File: src/rtl/wdm_pd_scanner.sv
// wdm_pd_scanner
// Sweeps a tunable laser across NUM_WAVES grid channels. On each channel it
// lets the optics settle, averages 2**LOG2_AVG photodetector samples, and
// streams {channel, averaged pd} to the calibration controller over a
// valid/ready port.
module wdm_pd_scanner #(
  parameter int NUM_WAVES  = 8,
  parameter int WVL_W      = 16,
  parameter int PWR_W      = 12,
  parameter int PD_W       = 12,
  parameter int SETTLE_CYC = 4,
  parameter int LOG2_AVG   = 2,
  localparam int CH_W      = (NUM_WAVES > 1) ? $clog2(NUM_WAVES) : 1
) (
  input  logic             i_clk,
  input  logic             i_rst_n,
  input  logic             i_start,
  input  logic             i_abort,
  input  logic [WVL_W-1:0] i_wvl_center,
  input  logic [WVL_W-1:0] i_wvl_spacing,
  input  logic [PWR_W-1:0] i_pwr,
  input  logic [PD_W-1:0]  i_pd_code,
  output logic             o_laser_en,
  output logic [WVL_W-1:0] o_laser_wvl,
  output logic [PWR_W-1:0] o_laser_pwr,
  output logic             o_res_valid,
  input  logic             i_res_ready,
  output logic [CH_W-1:0]  o_res_ch,
  output logic [PD_W-1:0]  o_res_pd,
  output logic             o_busy,
  output logic             o_done
);

  localparam int ACC_N   = 1 << LOG2_AVG;
  localparam int ACC_W   = PD_W + LOG2_AVG;
  localparam int CNT_MAX = (SETTLE_CYC > ACC_N) ? SETTLE_CYC : ACC_N;
  localparam int CNT_W   = (CNT_MAX > 1) ? $clog2(CNT_MAX) : 1;

  localparam logic [CNT_W-1:0] SET_LAST = CNT_W'((SETTLE_CYC > 0) ? SETTLE_CYC - 1 : 0);
  localparam logic [CNT_W-1:0] ACC_LAST = CNT_W'(ACC_N - 1);
  localparam logic [CH_W-1:0]  CH_LAST  = CH_W'(NUM_WAVES - 1);

  typedef enum logic [2:0] {
    S_IDLE   = 3'd0,
    S_TUNE   = 3'd1,
    S_SETTLE = 3'd2,
    S_ACCUM  = 3'd3,
    S_EMIT   = 3'd4,
    S_DONE   = 3'd5
  } state_t;

  state_t             state_q, state_d;
  logic [CH_W-1:0]    ch_q, ch_d;
  logic [WVL_W-1:0]   wvl_q, wvl_d;
  logic [WVL_W-1:0]   spc_q, spc_d;
  logic [PWR_W-1:0]   pwr_q, pwr_d;
  logic [CNT_W-1:0]   cnt_q, cnt_d;
  logic [ACC_W-1:0]   acc_q, acc_d;
  logic [PD_W-1:0]    res_q, res_d;
  logic [ACC_W-1:0]   acc_sum;

  // Mean of the accumulated window, truncated toward zero.
  function automatic logic [PD_W-1:0] avg_trunc(input logic [ACC_W-1:0] sum);
    return sum[LOG2_AVG +: PD_W];
  endfunction

  // State and datapath registers; everything clears on reset.
  always_ff @(posedge i_clk or negedge i_rst_n) begin
    if (!i_rst_n) begin
      state_q <= S_IDLE;
      ch_q    <= '0;
      wvl_q   <= '0;
      spc_q   <= '0;
      pwr_q   <= '0;
      cnt_q   <= '0;
      acc_q   <= '0;
      res_q   <= '0;
    end else begin
      state_q <= state_d;
      ch_q    <= ch_d;
      wvl_q   <= wvl_d;
      spc_q   <= spc_d;
      pwr_q   <= pwr_d;
      cnt_q   <= cnt_d;
      acc_q   <= acc_d;
      res_q   <= res_d;
    end
  end

  // Next-state and datapath update; abort overrides any non-idle transition.
  always_comb begin
    state_d = state_q;
    ch_d    = ch_q;
    wvl_d   = wvl_q;
    spc_d   = spc_q;
    pwr_d   = pwr_q;
    cnt_d   = cnt_q;
    acc_d   = acc_q;
    res_d   = res_q;
    acc_sum = acc_q + ACC_W'(i_pd_code);

    case (state_q)
      S_IDLE: begin
        if (i_start) begin
          // Wavelength is tracked incrementally (center, then +spacing per
          // channel), which wraps mod 2**WVL_W exactly like center+ch*spacing.
          wvl_d   = i_wvl_center;
          spc_d   = i_wvl_spacing;
          pwr_d   = i_pwr;
          ch_d    = '0;
          cnt_d   = '0;
          acc_d   = '0;
          state_d = S_TUNE;
        end
      end
      S_TUNE: begin
        cnt_d   = '0;
        state_d = (SETTLE_CYC == 0) ? S_ACCUM : S_SETTLE;
      end
      S_SETTLE: begin
        if (cnt_q == SET_LAST) begin
          cnt_d   = '0;
          state_d = S_ACCUM;
        end else begin
          cnt_d = cnt_q + 1'b1;
        end
      end
      S_ACCUM: begin
        if (cnt_q == ACC_LAST) begin
          // Final sample folds straight into the result; accumulator is
          // cleared so the next channel starts from zero.
          res_d   = avg_trunc(acc_sum);
          acc_d   = '0;
          cnt_d   = '0;
          state_d = S_EMIT;
        end else begin
          acc_d = acc_sum;
          cnt_d = cnt_q + 1'b1;
        end
      end
      S_EMIT: begin
        if (i_res_ready) begin
          if (ch_q == CH_LAST) begin
            state_d = S_DONE;
          end else begin
            ch_d    = ch_q + 1'b1;
            wvl_d   = wvl_q + spc_q;
            state_d = S_TUNE;
          end
        end
      end
      S_DONE: begin
        state_d = S_IDLE;
      end
      default: begin
        state_d = S_IDLE;
      end
    endcase

    if (i_abort && (state_q != S_IDLE)) begin
      state_d = S_IDLE;
      ch_d    = '0;
      cnt_d   = '0;
      acc_d   = '0;
    end
  end

  // Outputs decoded from the current state only; idle drives all zeros.
  always_comb begin
    o_laser_en  = 1'b0;
    o_laser_wvl = '0;
    o_laser_pwr = '0;
    o_res_valid = 1'b0;
    o_res_ch    = '0;
    o_res_pd    = '0;
    o_busy      = 1'b0;
    o_done      = 1'b0;

    case (state_q)
      S_TUNE, S_SETTLE, S_ACCUM: begin
        o_busy      = 1'b1;
        o_laser_en  = 1'b1;
        o_laser_wvl = wvl_q;
        o_laser_pwr = pwr_q;
      end
      S_EMIT: begin
        o_busy      = 1'b1;
        o_laser_en  = 1'b1;
        o_laser_wvl = wvl_q;
        o_laser_pwr = pwr_q;
        o_res_valid = 1'b1;
        o_res_ch    = ch_q;
        o_res_pd    = res_q;
      end
      S_DONE: begin
        o_busy = 1'b1;
        o_done = 1'b1;
      end
      default: begin
        o_busy = 1'b0;
      end
    endcase
  end

endmodule

File: config.mk
export PLATFORM = sky130hd
export DESIGN_NAME = wdm_pd_scanner
export DESIGN_NICKNAME = d
export VERILOG_FILES = /design/src/rtl/wdm_pd_scanner.sv
export SDC_FILE = /design/constraint.sdc
export NUM_CORES = 1
export LEC_CHECK = 0
export ABC_AREA = 1
export CORE_ASPECT_RATIO = 1.1
export CORE_MARGIN = 2
export CORE_UTILIZATION = 43
export DETAILED_ROUTE_END_ITERATION = 6
export HOLD_SLACK_MARGIN = 0.03
export PLACE_DENSITY = 0.72
export SYNTH_ARGS = -nofsm -noshare
export SYNTH_HDL_FRONTEND = slang
export SYNTH_SLANG_ARGS = --single-unit
export TNS_END_PERCENT = 20
File: constraint.sdc
create_clock -name i_clk -period 1.6 [get_ports i_clk]
set_input_delay 0.32 -clock i_clk [delete_from_list [all_inputs] [get_ports i_clk]]
set_output_delay 0.32 -clock i_clk [all_outputs]
set_load 0.03 [all_outputs]
# [Word-level counts from Yosys, hierarchy flattened]
# Cells that the tools add are included.
# Widths: inputs -> output; s select.
[totals] out_inout_bits=47 reg_bits=78 inputBits=61 elab_cells=76
[op_classes] eq_ne=15 n_reduce_logical=17 n_addsub=4 mux=32
[op_table] operator="$mux 16" n=4
[op_table] operator="$mux 14" n=3
[op_table] operator="$mux 3" n=11
[op_table] operator="$pmux 16 s2" n=1
[op_table] operator="$pmux 14 s2" n=1
[op_table] operator="$mux 12" n=2
[op_table] operator="$add 16x16->16" n=1
[op_table] operator="$ne 3x3->1 const B" n=5
[op_table] operator="$pmux 3 s5" n=1
[op_table] operator="$add 14x12->14" n=1
[op_table] operator="$reduce_and 4->1" n=3
[op_table] operator="$eq 3x3->1 const B" n=3
[op_table] operator="$reduce_bool 3->1" n=3
[op_table] operator="$reduce_and 2->1" n=4
[op_table] operator="$eq 3x2->1 const B" n=2
[op_table] operator="$mux 2" n=3
[op_table] operator="$ne 2x2->1 const B" n=3
[op_table] operator="$pmux 2 s3" n=1
[op_table] operator="$pmux 3 s2" n=1
[op_table] operator="$reduce_or 5->1" n=1
[op_table] operator="$mux 1" n=4
[op_table] operator="$reduce_bool 4->1" n=1
[op_table] operator="$reduce_or 4->1" n=1
[op_table] operator="$add 3x1->3 const B" n=1
[op_table] operator="other kinds (7)" n=7

# [Longest topological paths before layout]
[logic_depth] ltp_word=5 ltp_mapped=12 mapped_depth_nobuf=12

# [Worst setup path before layout]
# Ideal clock, no wire load.
[synth_timing] kind="register -> output" start="register state_q[1]" end="output port o_laser_wvl[10]" stages_incl_launch_ff=8 path_buffers=2 t_arrival_ns=1.724 required_ns=1.280 setup_slack_ns=-0.444 cell_sequence="dfrtp_1 -> nor2_4 -> nand2_2 -> nand2_1 -> inv_1 -> buf_2 -> buf_2 -> nor2_1"
[synth_between] elab_chain_cells=3 word_cells_on_any_way=6 cone_classes="eq/ne: 4; mux: 1; reduce/logical: 1"
[synth_rtl] item="from (decl)" line="52" source="state_t state_q, state_d;"
[synth_rtl] item="from (signal assigned)" line="79" source="state_q <= state_d;"
[synth_rtl] item="$eq 3x3->1 (tied with other cells)" line="179" source="case (state_q)"
[synth_rtl] item="$reduce_or 4->1 (no line) (*)"
[synth_rtl] item="$mux 16 (*)" line="179"
[synth_rtl] item="to (decl)" line="24" source="output logic [WVL_W-1:0] o_laser_wvl,"
# Mark *: on every way between the ends. The rest lies on a longest branch, timed or not.

# [Final worst setup path]
[layout_timing] start="register state_q[0]" end="output port o_laser_wvl[3]"
# The elaborated chain is that of the path after synthesis.

==> flow_summary.toml <==
[detailed_routing]
via_count = 5269
detail_route.vias_per_cell = 5.08
wl_per_cell_um = 14.2
drc = 0
drt_pass1_iterations = 4
drt_iter0_drc = 244
wl_mm = 14.7
ant_nets = 0

[setup_path]
startpoint_type = "register"
r2r-end = "wvl_q[8]$_DFFE_PN0P_"
worst_path_max_delay_cell = "dfrtp_2"
crit_type = "reg -> out"
cp.required_ns = 1.28
reg2reg_slack_ns = -0.17
worstPathArrival_ns = 1.64
reg2reg_from = "wvl_q[0]$_DFFE_PN0P_"
cp_max_fo = 6
cpPeakStageDelay_ns = 0.45
cp-end-kind = "output port"
reg2reg_depth = 11
path_cells = "nor2_4 > nand2_4 > nand2_4 > inv_6 > buf_12 > buf_12 > nor2_4 > buf_6"

[clock_tree]
clock_path_buffers = 2
clock_latency_ns = 0.34
cts_buffers = 9
clock-sinks = 78
clkTransAtPathRegs_ns = 0.06
root_buffer = "clkbuf_16"
h-tree-depth = 3
cts_tree = "built"

[floorplan]
top_level_ports = 108
fp.coreArea_mm2 = 0.0115
num_rows = 41
initial_utilization_pct = 44.5
fp.dieH_um = 119
die_x_um = 108
die-area_mm2 = 0.0128

[global_route]
first_global_vias = 5422
grt_first_pass_wirelength_mm = 24.4
grt_max_degree = 47
gr-total-overflow = 0
antenna_found_initial = 0
grt.total_usage_pct = 24.0

[power_and_ir_drop]
irDropWorstVdd_mv = 1.48
power.density_mw_per_mm2 = 2230
power.switching_mw = 8.09
pwr-share-seq_pct = 19.4
power.total_mw = 17.4
internal_power_mw = 9.33
switching_share_pct = 46.4
p_clk_share_pct = 11.1
comb_power_share_pct = 69.5
p_leak_nw = 4.00

[synth]
synthArstFlopShare_pct = 100
syn_area_per_cell_um2 = 7.22
yosysTopAreaCell = "dfrtp_1"
synth_edf_count = 0
yosysSeqAreaShare_pct = 38.0
yosysWarnings = 0
synth_top_cell_area_share_pct = 38.0
synthTopCellsByArea = "dfrtp_1 (38%), nand2_1 (13%), inv_1 (7.9%), ha_1 (7.3%), nor2_1 (7.2%)"
synth.distinct_cells = 37
ys_seq_elements = 78
synth_area_mm2 = 0.00514
syn-instance-count = 712
synth_nets = 805
synthFlopType = "dfrtp_1"

[finish]
insertedDiodeCount = 0
layout_common_cells = "nand2_1 (173), inv_1 (103), dfrtp_1 (77)"
area_growth_pct = 51.9
final_area_mm2 = 0.00781
final_nets = 977
final_util_pct = 67.6
layout-drive-gt1-share_pct = 29.2
layout_commonest_cell = "nand2_1"
fin_cells = 1038

[sta]
finalSetupViolations = 89
grt_setup_unrepaired = "yes"
worst_slew_pin_slew_ns = 0.711
slew_viol_final = 0
period_minus_slack_ns = 1.96
fmax_mhz = 511
relSlewSlack_pct = 52.6
layout_setup_ws_ns = -0.356
period_share_pct = 122
timing.final.hold_violations = 0
finClkSkew_ns = 0.00633

[placed_design]
numPlacedInstances = 1016
io_buffers = 107
dp_hpwl_mm = 11.0
post_dp_cell_area_mm2 = 0.00708
gp_congestion = 0.928

[run_status]
status = "complete, but fails checks"
violations = "setup timing"

[run]
cap_viol_max_count = 0

[hold_path]
hold_path_class = "in -> async"
## kinds of logic (layout without fill, tap and decap cells)
family / after synthesis / in the layout / synth area share [%]
xor+xnor: 6 / 6 / 1.02
compound gates: 85 / 85 / 9.57
buf+inv: 129 / 305 / 10.1
fa+ha+maj: 32 / 32 / 8.08
simple gates: 367 / 367 / 29.9
mux: 15 / 15 / 3.29
flops: 78 / 78 / 38.0
## worst max-delay path, delay by kind of cell (launching register included)
kind	cells	cell delay [ns]
buf+inv	4	0.46
flops	1	0.45
simple gates	4	0.37
## layout make-up
cell class | instances | area (um^2)
clock inverters | 3 | 18.8
well taps | 150 | 188
repair buffers | 178 | 1800
clock buffers | 12 | 256
multi-input cells | 505 | 3160
fillers | 956 | 3730
inverters | 112 | 434
flip-flops and latches | 78 | 1950
## metrics by stage
| step | hold slack (ns) | setup TNS (ns) | setup slack [ns] |
|---|---|---|---|
| after floorplan | 0.0244 | -0.985 | -0.0515 |
| after global placement | 0.299 | -21.15 | -0.454 |
| after detailed placement | 0.301 | -23.55 | -0.481 |
| after CTS | 0.481 | -17.28 | -0.365 |
| after global routing | 0.500 | -22.50 | -0.395 |
| final | 0.480 | -15.20 | -0.356 |
## sequential cells by signal, indices dropped and copies added, names as in the netlist
| register | count |
|---|---|
| res_q | 12 |
| ch_q | 3 |
| wvl_q | 16 |
| acc_q | 14 |
| state_q | 3 |
| cnt_q | 2 |
| spc_q | 16 |
| pwr_q | 12 |
## power groups by stage
stage / Combinational [mW] / Sequential, mW / Clock, mW
global placement: 10.6 / 3.29 / 0
global route: 13.2 / 3.49 / 2.05
floorplan: 7.16 / 3.19 / 0
detailed placement: 10.8 / 3.33 / 0
CTS: 11.6 / 3.35 / 1.96
finish: 12.1 / 3.38 / 1.93
## Yosys cell counts (2+ instances only)
master	instances
o21ai_1	4
mux2_2	15
nand3b_1	3
a21oi_1	29
nor3_1	4
inv_1	108
or2_2	4
a21o_1	2
nand4_1	5
o22ai_1	4
a22o_1	3
xnor2_1	3
dfrtp_1	78
o211ai_1	6
a31oi_1	3
clkbuf_1	3
buf_4	4
nand3_1	62
buf_2	8
nor2_4	2
ha_1	30
nand2_2	2
inv_2	3
fa_1	2
o21ai_0	30
nand2_4	3
xor2_1	3
nand2_1	183
nor2_1	98
## routing by layer
metal  wire length (um)  GRT usage (%)  share of wire (%)
met1               6020           27.1                 41
met2               7820           44.7                 53
met3                556           3.09                3.8
met4                343           9.46                2.3
met5                  0              0                  0
## worst max-delay path by stage
stage | from | endpoint | depth (start not counted)
floorplan | state_q[0]$_DFFE_PN0P_ | o_res_ch[1] | 5
global placement | i_pd_code[0] | acc_q[12]$_DFFE_PN0P_ | 11
detailed placement | i_pd_code[0] | res_q[10]$_DFFE_PN0P_ | 11
CTS | state_q[2]$_DFFE_PN0P_ | o_res_valid | 5
global route | state_q[0]$_DFFE_PN0P_ | o_laser_wvl[5] | 8
finish | state_q[0]$_DFFE_PN0P_ | o_laser_wvl[3] | 8
## what timing repair did
action,in CTS,in global routing
cloned,1,0
setup buffers,3,2
setup endpoints to repair,91,106
hold buffers,1,0
pin swaps,12,11
hold endpoints to repair,78,0
resized for setup,186,64
(Power assumes the default switching activity.)
